**src/rtl/seq_restoring_divider_if.sv**
```systemverilog
// Handshake and result bundle for the sequential restoring divider.
// The requester drives start and the operands. The divider returns status and results.
interface seq_restoring_divider_if #(
    parameter int WIDTH = 8
);
    logic             start;
    logic [WIDTH-1:0] dividend;
    logic [WIDTH-1:0] divisor;
    logic             busy;
    logic             done;
    logic [WIDTH-1:0] quotient;
    logic [WIDTH-1:0] remainder;
    logic             div_by_zero;

    modport master (
        output start, dividend, divisor,
        input  busy, done, quotient, remainder, div_by_zero
    );

    modport slave (
        input  start, dividend, divisor,
        output busy, done, quotient, remainder, div_by_zero
    );
endinterface

```
**src/rtl/seq_restoring_divider.sv**
```systemverilog
// Unsigned restoring divider that produces one quotient bit per clock.
// A single ripple subtractor is shared across all iterations. Results hold until the next DONE.
module seq_restoring_divider #(
    parameter int WIDTH = 8
) (
    input  logic                  clk,
    input  logic                  rst,
    seq_restoring_divider_if.slave bus
);
    localparam int CW = $clog2(WIDTH + 1);

    typedef enum logic [1:0] {
        S_IDLE = 2'd0,
        S_RUN  = 2'd1,
        S_DONE = 2'd2
    } state_e;

    state_e           state_q, state_d;
    logic             busy_q, busy_d;
    logic             done_q, done_d;
    logic [CW-1:0]    cnt_q, cnt_d;
    logic [WIDTH-1:0] rem_q, rem_d;
    logic [WIDTH-1:0] acc_q, acc_d;
    logic [WIDTH-1:0] dvs_q, dvs_d;
    logic [WIDTH-1:0] quo_q, quo_d;
    logic [WIDTH-1:0] res_rem_q, res_rem_d;
    logic             dbz_q, dbz_d;

    logic [WIDTH:0]   shifted_s;
    logic [WIDTH:0]   trial_s;
    logic [WIDTH-1:0] acc_next_s;
    logic [WIDTH-1:0] rem_next_s;
    logic             last_s;
    logic             accept_s;
    logic             zero_div_s;

    // Chain of full-subtractor cells. The top bit of the difference is the sign of the trial.
    function automatic logic [WIDTH:0] ripple_sub(input logic [WIDTH:0] a, input logic [WIDTH:0] b);
        logic [WIDTH:0] diff;
        logic           borrow;
        borrow = 1'b0;
        for (int i = 0; i <= WIDTH; i++) begin
            diff[i] = a[i] ^ b[i] ^ borrow;
            borrow  = (~a[i] & b[i]) | (~(a[i] ^ b[i]) & borrow);
        end
        return diff;
    endfunction

    assign accept_s   = (state_q == S_IDLE) && bus.start;
    assign zero_div_s = (bus.divisor == {WIDTH{1'b0}});
    assign last_s     = (cnt_q == CW'(WIDTH - 1));

    // The partial remainder stays below the divisor, so WIDTH bits hold it; only the shifted value needs WIDTH+1.
    assign shifted_s  = {rem_q, acc_q[WIDTH-1]};
    assign trial_s    = ripple_sub(shifted_s, {1'b0, dvs_q});
    assign acc_next_s = {acc_q[WIDTH-2:0], ~trial_s[WIDTH]};
    assign rem_next_s = trial_s[WIDTH] ? shifted_s[WIDTH-1:0] : trial_s[WIDTH-1:0];

    // State register and the registered status flags.
    always_ff @(posedge clk) begin
        if (rst) begin
            state_q <= S_IDLE;
            busy_q  <= 1'b0;
            done_q  <= 1'b0;
        end else begin
            state_q <= state_d;
            busy_q  <= busy_d;
            done_q  <= done_d;
        end
    end

    // Next-state logic.
    always_comb begin
        state_d = state_q;
        case (state_q)
            S_IDLE: begin
                if (bus.start) begin
                    state_d = zero_div_s ? S_DONE : S_RUN;
                end else begin
                    state_d = S_IDLE;
                end
            end
            S_RUN: begin
                if (last_s) begin
                    state_d = S_DONE;
                end else begin
                    state_d = S_RUN;
                end
            end
            S_DONE:  state_d = S_IDLE;
            default: state_d = S_IDLE;
        endcase
    end

    // Status flags are decoded from the next state so that they can be registered with it.
    always_comb begin
        busy_d = 1'b0;
        done_d = 1'b0;
        case (state_d)
            S_IDLE: begin
                busy_d = 1'b0;
                done_d = 1'b0;
            end
            S_RUN: begin
                busy_d = 1'b1;
                done_d = 1'b0;
            end
            S_DONE: begin
                busy_d = 1'b1;
                done_d = 1'b1;
            end
            default: begin
                busy_d = 1'b0;
                done_d = 1'b0;
            end
        endcase
    end

    // Iteration datapath and result capture.
    always_comb begin
        cnt_d     = cnt_q;
        rem_d     = rem_q;
        acc_d     = acc_q;
        dvs_d     = dvs_q;
        quo_d     = quo_q;
        res_rem_d = res_rem_q;
        dbz_d     = dbz_q;
        if (accept_s) begin
            if (zero_div_s) begin
                quo_d     = {WIDTH{1'b1}};
                res_rem_d = bus.dividend;
                dbz_d     = 1'b1;
            end else begin
                cnt_d = {CW{1'b0}};
                rem_d = {WIDTH{1'b0}};
                acc_d = bus.dividend;
                dvs_d = bus.divisor;
            end
        end else if (state_q == S_RUN) begin
            cnt_d = cnt_q + CW'(1);
            rem_d = rem_next_s;
            acc_d = acc_next_s;
            if (last_s) begin
                quo_d     = acc_next_s;
                res_rem_d = rem_next_s;
                dbz_d     = 1'b0;
            end else begin
                quo_d     = quo_q;
                res_rem_d = res_rem_q;
            end
        end else begin
            cnt_d = cnt_q;
        end
    end

    // Datapath registers. On reset, any operation in progress is discarded.
    always_ff @(posedge clk) begin
        if (rst) begin
            cnt_q     <= {CW{1'b0}};
            rem_q     <= {WIDTH{1'b0}};
            acc_q     <= {WIDTH{1'b0}};
            dvs_q     <= {WIDTH{1'b0}};
            quo_q     <= {WIDTH{1'b0}};
            res_rem_q <= {WIDTH{1'b0}};
            dbz_q     <= 1'b0;
        end else begin
            cnt_q     <= cnt_d;
            rem_q     <= rem_d;
            acc_q     <= acc_d;
            dvs_q     <= dvs_d;
            quo_q     <= quo_d;
            res_rem_q <= res_rem_d;
            dbz_q     <= dbz_d;
        end
    end

    assign bus.busy        = busy_q;
    assign bus.done        = done_q;
    assign bus.quotient    = quo_q;
    assign bus.remainder   = res_rem_q;
    assign bus.div_by_zero = dbz_q;
endmodule

```
**src/flat_wrapper.sv**
```systemverilog
// flat-port wrapper written by rule: the top's interface ports become plain ports
module seq_restoring_divider_flat 
#(
    parameter int WIDTH = 8
)
  (clk, rst, bus_start, bus_dividend, bus_divisor, bus_busy, bus_done, bus_quotient, bus_remainder, bus_div_by_zero);
  seq_restoring_divider_if #(.WIDTH(WIDTH)) bus_i ();
  input  logic clk;
  input  logic rst;
  input wire logic [$bits(bus_i.start)-1:0] bus_start;
  input wire logic [$bits(bus_i.dividend)-1:0] bus_dividend;
  input wire logic [$bits(bus_i.divisor)-1:0] bus_divisor;
  output wire logic [$bits(bus_i.busy)-1:0] bus_busy;
  output wire logic [$bits(bus_i.done)-1:0] bus_done;
  output wire logic [$bits(bus_i.quotient)-1:0] bus_quotient;
  output wire logic [$bits(bus_i.remainder)-1:0] bus_remainder;
  output wire logic [$bits(bus_i.div_by_zero)-1:0] bus_div_by_zero;
  assign bus_i.start = bus_start;
  assign bus_i.dividend = bus_dividend;
  assign bus_i.divisor = bus_divisor;
  assign bus_busy = bus_i.busy;
  assign bus_done = bus_i.done;
  assign bus_quotient = bus_i.quotient;
  assign bus_remainder = bus_i.remainder;
  assign bus_div_by_zero = bus_i.div_by_zero;
  seq_restoring_divider #(.WIDTH(WIDTH)) u_core (.clk(clk), .rst(rst), .bus(bus_i));
endmodule
```
**config.mk**
```make
export PLATFORM = sky130hd
export DESIGN_NAME = seq_restoring_divider_flat
export DESIGN_NICKNAME = d
export VERILOG_FILES = /design/src/rtl/seq_restoring_divider_if.sv /design/src/rtl/seq_restoring_divider.sv /design/src/flat_wrapper.sv
export SDC_FILE = /design/constraint.sdc
export NUM_CORES = 1
export LEC_CHECK = 0
export CORE_ASPECT_RATIO = 0.6
export CORE_MARGIN = 10
export CORE_UTILIZATION = 57
export DETAILED_ROUTE_END_ITERATION = 10
export GPL_TIMING_DRIVEN = 0
export PLACE_DENSITY = 0.89
export SYNTH_ARGS = -nofsm -noshare
export SYNTH_HDL_FRONTEND = slang
export SYNTH_SLANG_ARGS = --single-unit
```
**constraint.sdc**
```tcl
create_clock -name clk -period 9.8 [get_ports clk]
set_input_delay 2.94 -clock clk [delete_from_list [all_inputs] [get_ports clk]]
set_output_delay 2.94 -clock clk [all_outputs]
set_load 0.01 [all_outputs]
```
; Word-level counts from Yosys, hierarchy flattened
; Index checks and enable logic that the tools add are counted.
[op_classes]
add_sub_neg = 1
n_eq_ne = 6
n_reduce_logical = 9
muxes = 28
bitwise = 55
[ops]
columns = operator, count
row1 = $mux W8, 15
row2 = $not A1 Y1, 17
row3 = $xor A1 B1 Y1, 16
row4 = $and A1 B1 Y1, 15
row5 = $mux W4, 3
row6 = $logic_not A8 Y1, 1
row7 = $or A1 B1 Y1, 7
row8 = $mux W1, 6
row9 = $mux W2, 3
row10 = $add A4 B1 Y4 const B, 1
row11 = $eq A2 B1 Y1 const B, 2
row12 = $eq A4 B3 Y1 const B, 1
row13 = $ne A2 B2 Y1 const B, 2
row14 = $pmux W2 S2, 1
row15 = $reduce_and A2 Y1, 2
row16 = $reduce_bool A2 Y1, 2
row17 = $reduce_and A3 Y1, 1
row18 = $eq A2 B2 Y1 const B, 1
row19 = $logic_not A2 Y1, 1
row20 = $reduce_or A2 Y1, 1
row21 = $logic_and A1 B1 Y1, 1
[word_totals]
in_bits = 19
output_inout_bits = 19
register_bits = 49
elab_cells = 109

; Depth between registers and ports, before layout
; Gate-level depths: netlist of the first run.
[logic_depth]
depth_word = 21
ltp_mapped = 15
ltp_nobuf = 15

; Worst setup path after synthesis of the first run
; OpenSTA, ideal clock, no wires.
[synth_path]
kind = register to register
from = register u_core.acc_q[7]
to = register u_core.res_rem_q[0], in the netlist u_core.bus.remainder[0]
required_ns = 9.740
stages_incl_launch_ff = 16
path_buffers = 0
setup_ns = 0.060
period_less_slack_ns = 4.592
slack_ns = 5.208
t_arrival_ns = 4.532
path_cell_list = dfxtp_1 -> inv_1 -> ha_1 -> inv_1 -> fa_1 -> inv_1 -> fa_1 -> fa_1 -> fa_1 -> fa_1 -> fa_1 -> fa_1 -> xnor2_4 -> mux2_4 -> a21oi_2 -> o221a_1
[synth_between]
elab_chain_len = 21
word_cells_on_any_way = 22
classes_between = mux: 4 / bitwise: 18
[synth_lines]
columns = element, line
row1 = start: declaration, seq_restoring_divider.sv:23  ; logic [WIDTH-1:0] acc_q, acc_d;
row2 = start signal: assignment, seq_restoring_divider.sv:161  ; acc_q <= {WIDTH{1'b0}};
row3 = $not A1 Y1, seq_restoring_divider.sv:44  ; borrow = (~a[i] & b[i]) | (~(a[i] ^ b[i]) & borrow);
row4 = $and A1 B1 Y1 (2 in series), seq_restoring_divider.sv:44
row5 = $or A1 B1 Y1, seq_restoring_divider.sv:44
row6 = $and A1 B1 Y1, seq_restoring_divider.sv:44
row7 = $or A1 B1 Y1, seq_restoring_divider.sv:44
row8 = $and A1 B1 Y1, seq_restoring_divider.sv:44
row9 = $or A1 B1 Y1, seq_restoring_divider.sv:44
row10 = $and A1 B1 Y1, seq_restoring_divider.sv:44
row11 = [4 not listed], --
row12 = $or A1 B1 Y1, seq_restoring_divider.sv:44
row13 = $and A1 B1 Y1, seq_restoring_divider.sv:44
row14 = $or A1 B1 Y1, seq_restoring_divider.sv:44
row15 = $xor A1 B1 Y1, seq_restoring_divider.sv:43  ; diff[i] = a[i] ^ b[i] ^ borrow;
row16 = $mux W8 *, seq_restoring_divider.sv:57  ; assign rem_next_s = trial_s[WIDTH] ? shifted_s[WIDTH-1:0] : trial_s[WIDTH-1:0];
row17 = $mux W8 *, seq_restoring_divider.sv:143  ; if (last_s) begin
row18 = $mux W8 *, seq_restoring_divider.sv:139  ; end else if (state_q == S_RUN) begin
row19 = $mux W8 *, seq_restoring_divider.sv:128  ; if (accept_s) begin
row20 = end signal: assignment, seq_restoring_divider.sv:164  ; res_rem_q <= {WIDTH{1'b0}};
row21 = end signal: assignment, seq_restoring_divider.sv:172  ; res_rem_q <= res_rem_d;
row22 = end: declaration, seq_restoring_divider.sv:26  ; logic [WIDTH-1:0] res_rem_q, res_rem_d;
; Mark *: on every way between the ends. The rest lies on a longest branch, timed or not. The select of a mux whose other input is x is not followed.
; A chain may end at the register's enable or synchronous reset.

; Worst setup path in the final report of the first run
[layout_path]
from = register u_core.acc_q[7]
to = register u_core.res_rem_q[3], in the netlist u_core.bus.remainder[3]
[layout_between]
elab_chain_len = 21
word_cells_on_any_way = 22
classes_between = mux: 4 / bitwise: 18
[layout_lines]
columns = element, line
row1 = $not A1 Y1 *, seq_restoring_divider.sv:44
row2 = $and A1 B1 Y1 * (2 in series), seq_restoring_divider.sv:44
row3 = $or A1 B1 Y1 *, seq_restoring_divider.sv:44
row4 = $and A1 B1 Y1 *, seq_restoring_divider.sv:44
row5 = $or A1 B1 Y1 *, seq_restoring_divider.sv:44
row6 = $and A1 B1 Y1, seq_restoring_divider.sv:44
row7 = $or A1 B1 Y1, seq_restoring_divider.sv:44
row8 = $and A1 B1 Y1, seq_restoring_divider.sv:44
row9 = [4 not listed], --
row10 = $or A1 B1 Y1, seq_restoring_divider.sv:44
row11 = $and A1 B1 Y1, seq_restoring_divider.sv:44
row12 = $or A1 B1 Y1, seq_restoring_divider.sv:44
row13 = $xor A1 B1 Y1, seq_restoring_divider.sv:43
row14 = $mux W8 *, seq_restoring_divider.sv:57
row15 = $mux W8 *, seq_restoring_divider.sv:143
row16 = $mux W8 *, seq_restoring_divider.sv:139
row17 = $mux W8 *, seq_restoring_divider.sv:128
; Marks and branches as above.

==> out/summary.txt, run 1 <==
status - finished, final reports clean
initial antenna violation count - 0
row cnt - 17
share of cells above drive strength 1 - 0.160
Worst-Margin Slew - 0.558 ns
ys flop type - dfxtp_1
IR drop worst, VDD - 0.0000949 V
setup_tns - 0 ns
antenna viol nets, final - 0
clock root buffer - clkbuf_8
Post-Syn Area - 2310 µm²
most area-consuming cells after synthesis - dfxtp_1 (42%), fa_1 (6.1%), nor2_1 (5.7%), nand2_1 (5.0%), mux2_4 (4.5%)
Final nets - 311
clock buffer count from CTS - 5
clock sink count - 49
CTS tree - yes
WL final - 5.87 mm
die width - 102 µm
CP peak stage delay - 0.51 ns
synth unique cells - 39
Rel. slew slack - 0.628
Worst Path Required - 10.04 ns
slowest CP cell - fa_1
post-CTS sizing - 0
port bufs - 36
core footprint - 3790 µm²
Final Critical Period - 4.89 ns
Max Fclk - 204 MHz
Overflow after GRT - 0
Worst Skew - 0.0119 ns
DIE AREA - 7080 µm²
min-delay src - u_core.bus.div_by_zero$_SDFFE_PP0P_
DR iter-0 viols - 169
Post-synth EDFFs - 0
CP max FO - 10
clk_lat worst skew - 0.30 ns
setup bufs post-CTS - 0
Area Overhead vs Synth - 21.9%
asr flop ratio synth - 0
final hold vios - 0
FF-to-FF End - u_core.bus.remainder[3]$_SDFFE_PP0P_
Final Max Slew Viols - 0
dpl hpwl - 4.32 mm
Worst R2R Path Depth - 15
RSZ-0062 raised after global routing - false
post-synthesis sequential area ratio - 0.424
via count - 1962
R2R setup slack - 4.91 ns
initial core utilization - 0.610
hold_buf cts - 0
Avg Cell Area, Syn - 9.67 µm²
routed len/inst - 17.8 µm
pre-CTS setup slack - 4.79 ns
post-synthesis register bit count - 49
Yosys Warn Count - 0
post-route setup slack - 4.91 ns
CP dominant cell by count - fa_1
ANT cells - 0
first-pass GRT wire length - 9.63 mm
Clock Tree Buf Depth - 2
Pre-antenna DRT Iters - 6
Setup crit end kind - flop
GRT Total Usage - 0.168
period utilization - 0.499
crit path DAT - 5.13 ns
GPL Wtd Cong - 0.894
WHS Endpoint - u_core.bus.div_by_zero$_SDFFE_PP0P_
Max-Cap Viols - 0
Startpoint Class - flop
number of global-route vias before repair - 1862
largest area contributor in the netlist - dfxtp_1
Post-Syn Nets - 268
hold path cells - 2
worst reg2reg startpoint - u_core.acc_q[7]$_SDFFE_PP0P_
Post-Synthesis Cells - 239
CP Class - reg -> reg
via-per-instance ratio - 5.96
CTS clock-pin slew for the worst setup and hold paths - 0.08 ns
DRC viols - 0
largest net degree at the start of global routing - 14
Power Density - 158 nW/µm²
most instantiated cells after synthesis - dfxtp_1 (49), nor2_1 (35), nand2_1 (31), a21oi_1 (16), inv_1 (10)
H-Tree Level Count - 2
leakage - 1.04 nW
hold crit path type - reg -> reg
Synth top area share - 0.424
Finish-stage setup viols - 0
I/O pin cnt - 38
crit path cell chain - inv_1 > ha_1 > inv_1 > fa_1 > inv_1 > fa_1 > fa_1 > fa_1 > fa_1 > fa_1 > fa_1 > xnor2_4 > mux2_4 > a21oi_2 > o221a_1
count leader, synth - dfxtp_1
Chip Height - 69.3 µm
cells by family after synthesis:
| group | Yosys count | share of synthesized area |
|---|---|---|
| DFF | 49 | 0.424 |
| buffers and inverters | 26 | 0.0536 |
| and+or+nand+nor | 85 | 0.175 |
| xor gates and xnor gates | 1 | 0.0119 |
| AOI/OAI and AO/OA | 60 | 0.208 |
| muxes | 8 | 0.0498 |
| adders and majority gates | 10 | 0.0769 |
worst max-delay path, delay by kind of cell (launching register included):
kind            cells  cell delay (ns)
mux                 1             0.37
buf+inv             3             0.19
flops               1             0.34
xor+xnor            1             0.46
fa+ha+maj           8             3.16
compound gates      2             0.31
through the flow:
stage / instances / hold WS, ns / power (W) / util / area (µm²)
floorplan: 239 / 0.444 / 0.000299 / - / 2310
global placement: 322 / 0.443 / 0.000325 / 0.721 / 2730
detailed placement: 322 / 0.462 / 0.000328 / 0.721 / 2730
CTS: 329 / 0.475 / 0.000445 / 0.744 / 2820
global route: 329 / 0.502 / 0.000464 / 0.744 / 2820
finish: 329 / 0.466 / 0.000444 / 0.744 / 2820
worst max-delay path by stage:
stage | start | to | slack, ns
5_1_grt | u_core.acc_q[7]$_SDFFE_PP0P_ | u_core.bus.remainder[3]$_SDFFE_PP0P_ | 4.62
4_1_cts | u_core.acc_q[7]$_SDFFE_PP0P_ | u_core.bus.remainder[3]$_SDFFE_PP0P_ | 4.89
6_report | u_core.acc_q[7]$_SDFFE_PP0P_ | u_core.bus.remainder[3]$_SDFFE_PP0P_ | 4.91
2_1_floorplan | u_core.acc_q[7]$_SDFFE_PP0P_ | u_core.bus.remainder[0]$_SDFFE_PP0P_ | 5.21
3_3_place_gp | bus_start | u_core.bus.busy$_SDFF_PP0_ | 4.85
3_5_place_dp | bus_start | u_core.bus.done$_SDFF_PP0_ | 4.79
per-layer routing:
metal  global-route usage  part of all wire  wire (µm)  up-vias
met5                    0                 0          0        -
met4               0.0386            0.0072         42        0
met3               0.0496             0.099        581        7
met2                0.232              0.42       2480       85
met1                0.248              0.47       2760      948
li1                     -                 -          -      922
sequential cells by signal, summed over array words and instances (netlist names):
register / count
u_core.bus.quotient: 8
u_core.bus.busy: 1
u_core.rem_q: 8
u_core.bus.div_by_zero: 1
u_core.acc_q: 8
u_core.state_q: 2
u_core.cnt_q: 4
u_core.bus.done: 1
u_core.dvs_q: 8
u_core.bus.remainder: 8
layout make-up:
| class | instances | area [µm²] |
|---|---|---|
| Multi-Input combinational cell | 164 | 1210 |
| Sequential cell | 49 | 981 |
| Fill cell | 265 | 970 |
| Timing Repair Buffer | 36 | 360 |
| Clock buffer | 7 | 86.3 |
| Buffer | 16 | 86.3 |
| Tap cell | 47 | 58.8 |
| Inverter | 10 | 37.5 |
power by group:
group,total (W),internal [W],switching (W)
Combinational,0.000110,0.0000547,0.0000556
Sequential,0.000215,0.000208,0.00000684
Clock,0.000119,0.0000561,0.0000625
Total,0.000444,0.000319,0.000125
cells in the final DEF (no fill, tap or decap), types with 6 or more instances in the layout:
| master | netlist | final |
|---|---|---|
| nand2_1 | 31 | 31 |
| a21oi_2 | 7 | 7 |
| nor2_1 | 35 | 35 |
| clkbuf_8 | 0 | 6 |
| mux2_4 | 7 | 7 |
| inv_1 | 10 | 10 |
| a31oi_1 | 7 | 7 |
| dfxtp_1 | 49 | 49 |
| fa_1 | 7 | 7 |
| o221a_2 | 7 | 7 |
| a21oi_1 | 16 | 16 |
| buf_2 | 6 | 6 |
| o221a_1 | 9 | 9 |
| clkdlybuf4s50_1 | 0 | 36 |
Note: power is estimated with default switching activity, not from simulation.
==> run 2, diff against run 1 <==
--- a/config.mk
+++ b/config.mk
@@ -7,10 +7,10 @@
 export LEC_CHECK = 0
 export CORE_ASPECT_RATIO = 0.6
 export CORE_MARGIN = 10
-export CORE_UTILIZATION = 57
+export CORE_UTILIZATION = 48
 export DETAILED_ROUTE_END_ITERATION = 10
 export GPL_TIMING_DRIVEN = 0
-export PLACE_DENSITY = 0.89
+export PLACE_DENSITY = 0.8
 export SYNTH_ARGS = -nofsm -noshare
 export SYNTH_HDL_FRONTEND = slang
 export SYNTH_SLANG_ARGS = --single-unit
==> constraint.sdc (replaced) <==
create_clock -name clk -period 4.3 [get_ports clk]
set_input_delay 1.29 -clock clk [delete_from_list [all_inputs] [get_ports clk]]
set_output_delay 1.29 -clock clk [all_outputs]
set_load 0.01 [all_outputs]
==> run 2 against run 1 <==
  * Power increased to 2.5 times the previous value
  * Clock-buffer cell count decreased by 1
  * Sequential share of layout area shrank 1.3 points
  * Critical path type unchanged
  * Largest power group unchanged
  * Highest routed layer unchanged
==> out/summary.txt, run 2 (synthesis results as in run 1) <==
status - finished, final reports clean
M3 GR Usage - 0.0349 (-0.0147)
die width - 110 µm (+7.2%)
first-pass GRT wire length - 9.89 mm (+2.7%)
period utilization - 0.975 (+0.476)
Max Fclk - 239 MHz (+17%)
setup_tns - 0 ns (unchanged)
Seq pwr share - 0.437 (-0.048)
Chip Height - 73.7 µm (+6.4%)
clock buffer count from CTS - 5 (unchanged)
sw power - 0.000310 W (+150%)
clk_lat worst skew - 0.31 ns (about the same)
CTS tree - yes
Rel. slew slack - 0.586 (-0.0420)
Pre-antenna DRT Iters - 5 (-1)
H-Tree Level Count - 2 (unchanged)
Area Overhead vs Synth - 26.7%
DIE AREA - 8080 µm² (+14%)
share of cells above drive strength 1 - 0.206 (+0.0460)
Max-Cap Viols - 0 (unchanged)
CP max FO - 5 (-5)
ANT cells - 0 (unchanged)
initial antenna violation count - 0 (unchanged)
DR iter-0 viols - 101 (-40%)
clock root buffer - clkbuf_8
Finish-stage setup viols - 0 (unchanged)
Final nets - 315 (+1.3%)
CP Class - reg -> reg
most common cell after layout, fill and taps aside - dfxtp_1
final hold vios - 0 (unchanged)
number of global-route vias before repair - 1891 (+1.6%)
leakage - 1.08 nW (+3.1%)
Overflow after GRT - 0 (unchanged)
GRT busiest layer - met2
via-per-instance ratio - 5.39 (-9.5%)
Startpoint Class - flop
DRC viols - 0 (unchanged)
Setup crit end kind - flop
hold crit path type - reg -> reg
WL final - 6.11 mm (+4.1%)
Final Max Slew Viols - 0 (unchanged)
row cnt - 19 (+2)
GRT Total Usage - 0.157 (-0.0114)
Final Critical Period - 4.19 ns (-0.699 ns)
I/O pin cnt - 38 (unchanged)
CP peak stage delay - 0.41 ns (-0.10 ns)
crit-path leading delay family - adder cells
clock power share - 0.310 (+0.043)
Worst-Margin Slew - 0.621 ns (+0.0630 ns)
Clock Tree Buf Depth - 2 (unchanged)
most frequent cells in the layout - dfxtp_1 (48), clkdlybuf4s50_1 (36), nor2_1 (35), nand2_1 (31), a21oi_1 (16)
Bufs and invs on worst path - 4 (+1)
clock sink count - 49 (unchanged)
GPL Wtd Cong - 0.844 (-5.6%)
CTS clock-pin slew for the worst setup and hold paths - 0.09 ns (about the same)
GR Layer Usage met1 - 0.223 (-0.0249)
core footprint - 4610 µm² (+22%)
hold_buf cts - 0 (unchanged)
antenna viol nets, final - 0 (unchanged)
via count - 1888 (-3.8%)
port bufs - 36 (unchanged)
crit path cell chain - inv_1 > ha_1 > inv_2 > fa_1 > inv_1 > fa_2 > fa_2 > fa_2 > fa_2 > fa_2 > fa_2 > xnor2_4 > buf_6 > mux2_4 > a21oi_2 > o221a_1
IR drop worst, VDD - 0.000246 V (+160%)
Power Density - 384 nW/µm² (+140%)
Power Internal - 0.000813 W (+150%)
largest net degree at the start of global routing - 16 (+2)
dpl hpwl - 4.44 mm (+2.7%)
slowest CP cell - fa_2
initial core utilization - 0.501 (-0.109)
Net Sw Frac - 0.276 (-0.00509)
crit path DAT - 4.45 ns (-0.68 ns)
Comb pwr share - 0.253 (+0.005)
Finished Core Util - 0.635 (-0.109)
routed len/inst - 17.4 µm (-2.1%)
Worst Path Required - 4.56 ns (-5.48 ns)
Worst Skew - 0.00861 ns (-0.00333 ns)
CP dominant cell by count - fa_2
GR Layer Usage met2 - 0.237 (+0.00563)
[run 2: changes by cell type in the layout (fill, tap and decap cells not counted)]
cell        before  now
clkbuf_1         5    4
bufinv_16        0    1
buf_6            1    4
buf_4            3    4
fa_2             0    6
dfxtp_1         49   48
inv_1           10    9
dfxtp_2          0    1
fa_1             7    1
clkinvlp_4       0    1
inv_2            0    1
[run 2: cell type report]
cell class,count,area [µm²]
Clock buffer,6,82.6
Buffer,16,86.3
Inverter,10,37.5
Tap cell,63,78.8
Sequential cell,49,982
Clock inverter,2,37.5
Fill cell,383,1680
Multi-Input combinational cell,164,1220
Timing Repair Buffer,40,402
[run 2: worst register-to-register path, cell delays in order (launching register included)]
cell and delay, ns:
dfxtp_2 0.35, inv_1 0.05, ha_1 0.18, inv_2 0.06, fa_1 0.16, inv_1 0.05, fa_2 0.35, fa_2 0.41
fa_2 0.36, fa_2 0.35, fa_2 0.38, fa_2 0.39, xnor2_4 0.24, buf_6 0.17, mux2_4 0.33, a21oi_2 0.15
o221a_1 0.17
[run 2: worst paths after layout]
kind | startpoint | to | slack (ns) | cells after the start
setup / recovery | u_core.acc_q[7]$_SDFFE_PP0P_ | u_core.bus.remainder[3]$_SDFFE_PP0P_ | 0.11 | 16
hold / removal | u_core.bus.div_by_zero$_SDFFE_PP0P_ | u_core.bus.div_by_zero$_SDFFE_PP0P_ | 0.47 | 2
setup reg to reg | u_core.acc_q[7]$_SDFFE_PP0P_ | u_core.bus.remainder[3]$_SDFFE_PP0P_ | 0.11 | 16
hold reg to reg | u_core.bus.div_by_zero$_SDFFE_PP0P_ | u_core.bus.div_by_zero$_SDFFE_PP0P_ | 0.47 | 2
[run 2: metal layers]
| layer | routed length, µm | vias to the layer above |
|---|---|---|
| met4 | 37 | 0 |
| met3 | 495 | 6 |
| met5 | 0 | - |
| met2 | 2660 | 60 |
| met1 | 2910 | 898 |
| li1 | - | 924 |
[run 2: repair_timing]
| item | 4_1_cts | 5_1_grt |
|---|---|---|
| pin swaps | 4 | 9 |
| resized for setup | 5 | 1 |
| endpoints found under the setup margin | 16 | 16 |
| buffers inserted | 3 | 1 |
| hold endpoints to repair | 0 | 0 |
[run 2: per-stage QoR]
step	setup slack [ns]	instances	cell area (µm²)	hold WS [ns]	total power, W
detailed placement	-0.272	338	2760	0.458	0.000751
global route	-0.0128	350	2930	0.494	0.00116
CTS	0.0289	349	2920	0.471	0.00112
floorplan	0.0407	239	2320	0.444	0.000684
finish	0.107	350	2930	0.468	0.00112
global placement	-0.227	338	2760	0.444	0.000747
[run 2: power groups by stage]
stage          clock network (W)  registers [W]  logic, W
6_report                0.000349       0.000491  0.000284
3_5_place_dp                   0       0.000501  0.000251
2_1_floorplan                  0       0.000498  0.000187
5_1_grt                 0.000363       0.000493  0.000307
3_3_place_gp                   0       0.000500  0.000247
4_1_cts                 0.000349       0.000490  0.000279
==> run 3, diff against run 2 <==
--- a/config.mk
+++ b/config.mk
@@ -6,7 +6,7 @@
 export NUM_CORES = 1
 export LEC_CHECK = 0
 export CORE_ASPECT_RATIO = 0.6
-export CORE_MARGIN = 10
+export CORE_MARGIN = 1
 export CORE_UTILIZATION = 48
 export DETAILED_ROUTE_END_ITERATION = 10
 export GPL_TIMING_DRIVEN = 0
==> run 3 against run 2 <==
  * Utilization rose by 0.33 points
  * Non-clock buffer count did not move
  * Register-to-register slack improved by 0.06 ns
  * Combinational power rose by 3%
  * Largest cell class unchanged
==> out/summary.txt, run 3 (synthesis results as in run 1) <==
die width - 91.6 µm (-16%)
hold_buf cts - 0 (unchanged)
Max Fclk - 242 MHz (+1.5%)
ANT cells - 0 (unchanged)
most frequent cells in the layout - dfxtp_1 (48), clkdlybuf4s50_1 (36), nor2_1 (35), nand2_1 (31), a21oi_1 (16)
GR Layer Usage met2 - 0.340 (+0.103)
clock root buffer - clkbuf_8
Chip Height - 55.7 µm (-24%)
DRC viols - 0 (unchanged)
Final Critical Period - 4.13 ns (-0.0638 ns)
CTS clock-pin slew for the worst setup and hold paths - 0.10 ns (about the same)
WL final - 5.61 mm (-8.1%)
GRT busiest layer - met1
Startpoint Class - flop
CP Class - reg -> reg
Power Density - 383 nW/µm² (-0.12%)
status - finished, final reports clean
Pre-antenna DRT Iters - 5 (unchanged)
Max-Cap Viols - 0 (unchanged)
number of global-route vias before repair - 1839 (-2.7%)
IR drop worst, VDD - 0.000213 V (-14%)
port bufs - 36 (unchanged)
leakage - 1.08 nW (about the same)
Area Overhead vs Synth - 26.7% (unchanged)
DR iter-0 viols - 119 (+18%)
CTS tree - yes
clock power share - 0.302 (-0.008)
row cnt - 19 (unchanged)
GRT Total Usage - 0.243 (+0.0856)
antenna viol nets, final - 0 (unchanged)
CP max FO - 6 (+1)
most common cell after layout, fill and taps aside - dfxtp_1
GR Layer Usage met1 - 0.364 (+0.141)
setup_tns - 0 ns (unchanged)
layout filler cell count - 361 (-5.7%)
R2R setup slack - 0.17 ns (+0.06 ns)
DIE AREA - 5100 µm² (-37%)
Power Internal - 0.000806 W (-0.83%)
dpl hpwl - 4.09 mm (-7.9%)
Rel. slew slack - 0.613 (+0.0278)
sw power - 0.000316 W (+1.7%)
clock sink count - 49 (unchanged)
FF-to-FF End - u_core.bus.remainder[5]$_SDFFE_PP0P_
via-per-instance ratio - 5.42 (+0.42%)
Worst R2R Path Depth - 16 (unchanged)
Worst-Margin Slew - 0.580 ns (-0.0417 ns)
M3 GR Usage - 0.0710 (+0.0361)
RSZ-0062 raised after global routing - false
Finished Core Util - 0.638 (+0.00329)
Worst Skew - 0.0100 ns (+0.00139 ns)
Net Sw Frac - 0.281 (+0.00514)
crit path to - u_core.bus.remainder[5]$_SDFFE_PP0P_
Comb pwr share - 0.261 (+0.008)
share of cells above drive strength 1 - 0.206 (unchanged)
clock buffer count from CTS - 5 (unchanged)
Worst Path Required - 4.56 ns (about the same)
first-pass GRT wire length - 9.39 mm (-5.1%)
worst reg2reg startpoint - u_core.acc_q[7]$_SDFFE_PP0P_
routed len/inst - 16.0 µm (-8.1%)
Final Max Slew Viols - 0 (unchanged)
hold crit path type - reg -> reg
GPL Wtd Cong - 0.796 (-5.7%)
I/O pin cnt - 38 (unchanged)
H-Tree Level Count - 2 (unchanged)
final hold vios - 0 (unchanged)
initial core utilization - 0.504 (+0.00260)
period utilization - 0.960 (-0.0148)
initial antenna violation count - 0 (unchanged)
crit path DAT - 4.39 ns (-0.06 ns)
Sequential Area - 982 µm² (unchanged)
Fin Hold WS - 0.462 ns (-0.00624 ns)
via count - 1896 (+0.42%)
Seq pwr share - 0.437 (about the same)
Clock Tree Buf Depth - 2 (unchanged)
Overflow after GRT - 0 (unchanged)
Setup crit end kind - flop
Finish-stage setup viols - 0 (unchanged)
largest net degree at the start of global routing - 17 (+1)
Worst Setup SP - u_core.acc_q[7]$_SDFFE_PP0P_
core footprint - 4590 µm² (-0.52%)
Final nets - 315 (unchanged)
clk_lat worst skew - 0.32 ns (about the same)
multi-input logic area - 1220 µm² (unchanged)
[run 3: cell types whose count changed in the layout (fill, tap and decap cells not counted), sizes merged]
cell,delta
clkbuf,-1
clkinv,+1
[run 3: cell type report]
cell class | instances | share of cell area
Multi-Input combinational cell | 164 | 0.417
Sequential cell | 49 | 0.335
Timing Repair Buffer | 40 | 0.139
Buffer | 16 | 0.0295
Tap cell | 63 | 0.0269
Clock buffer | 5 | 0.0235
Clock inverter | 3 | 0.0158
Inverter | 10 | 0.0128
[run 3: worst min-delay path by stage]
stage	from	endpoint	slack (ns)	cells after the start
finish	u_core.bus.div_by_zero$_SDFFE_PP0P_	u_core.bus.div_by_zero$_SDFFE_PP0P_	0.46	2
detailed placement	u_core.bus.div_by_zero$_SDFFE_PP0P_	u_core.bus.div_by_zero$_SDFFE_PP0P_	0.45	2
global placement	u_core.bus.div_by_zero$_SDFFE_PP0P_	u_core.bus.div_by_zero$_SDFFE_PP0P_	0.44	2
CTS	u_core.bus.div_by_zero$_SDFFE_PP0P_	u_core.bus.div_by_zero$_SDFFE_PP0P_	0.46	2
floorplan	u_core.rem_q[1]$_SDFFE_PP0P_	u_core.rem_q[1]$_SDFFE_PP0P_	0.44	2
global route	u_core.bus.div_by_zero$_SDFFE_PP0P_	u_core.bus.div_by_zero$_SDFFE_PP0P_	0.48	2
[run 3: worst max-delay path, stage by stage (launching register included)]
cell and delay, ns:
dfxtp_2 0.34, inv_1 0.05, ha_1 0.18, inv_2 0.06, fa_1 0.17, inv_1 0.05, fa_2 0.35, fa_2 0.37
fa_2 0.35, fa_2 0.35, fa_2 0.39, fa_2 0.41, xnor2_4 0.23, buf_12 0.15, mux2_4 0.32, a21oi_2 0.15
o221a_1 0.17
[run 3: routing by layer]
metal / vias to the layer above / routed length, µm
met4: 0 / 82
met3: 10 / 364
met5: - / 0
met2: 60 / 2290
met1: 904 / 2880
li1: 922 / -
[run 3: timing repair]
action                                 in CTS  in global routing
pin swaps                                   4                  7
gates resized for setup                     2                  2
setup endpoints to repair                  17                 16
buffers inserted                            3                  1
endpoints found under the hold margin       0                  0
[run 3: power groups by stage]
stage          Combinational, W  Clock, W  Sequential, W
3_3_place_gp           0.000248         0       0.000500
3_5_place_dp           0.000254         0       0.000500
5_1_grt                0.000315  0.000372       0.000494
6_report               0.000293  0.000339       0.000491
2_1_floorplan          0.000187         0       0.000498
4_1_cts                0.000284  0.000340       0.000490
[run 3: metrics by stage]
stage | std cells | instance area, µm² | total power, W | setup slack, ns
2_1_floorplan | 239 | 2320 | 0.000684 | 0.0407
3_3_place_gp | 338 | 2760 | 0.000748 | -0.239
3_5_place_dp | 338 | 2760 | 0.000754 | -0.250
4_1_cts | 349 | 2920 | 0.00111 | 0.0304
5_1_grt | 350 | 2930 | 0.00118 | 0.0172
6_report | 350 | 2930 | 0.00112 | 0.171
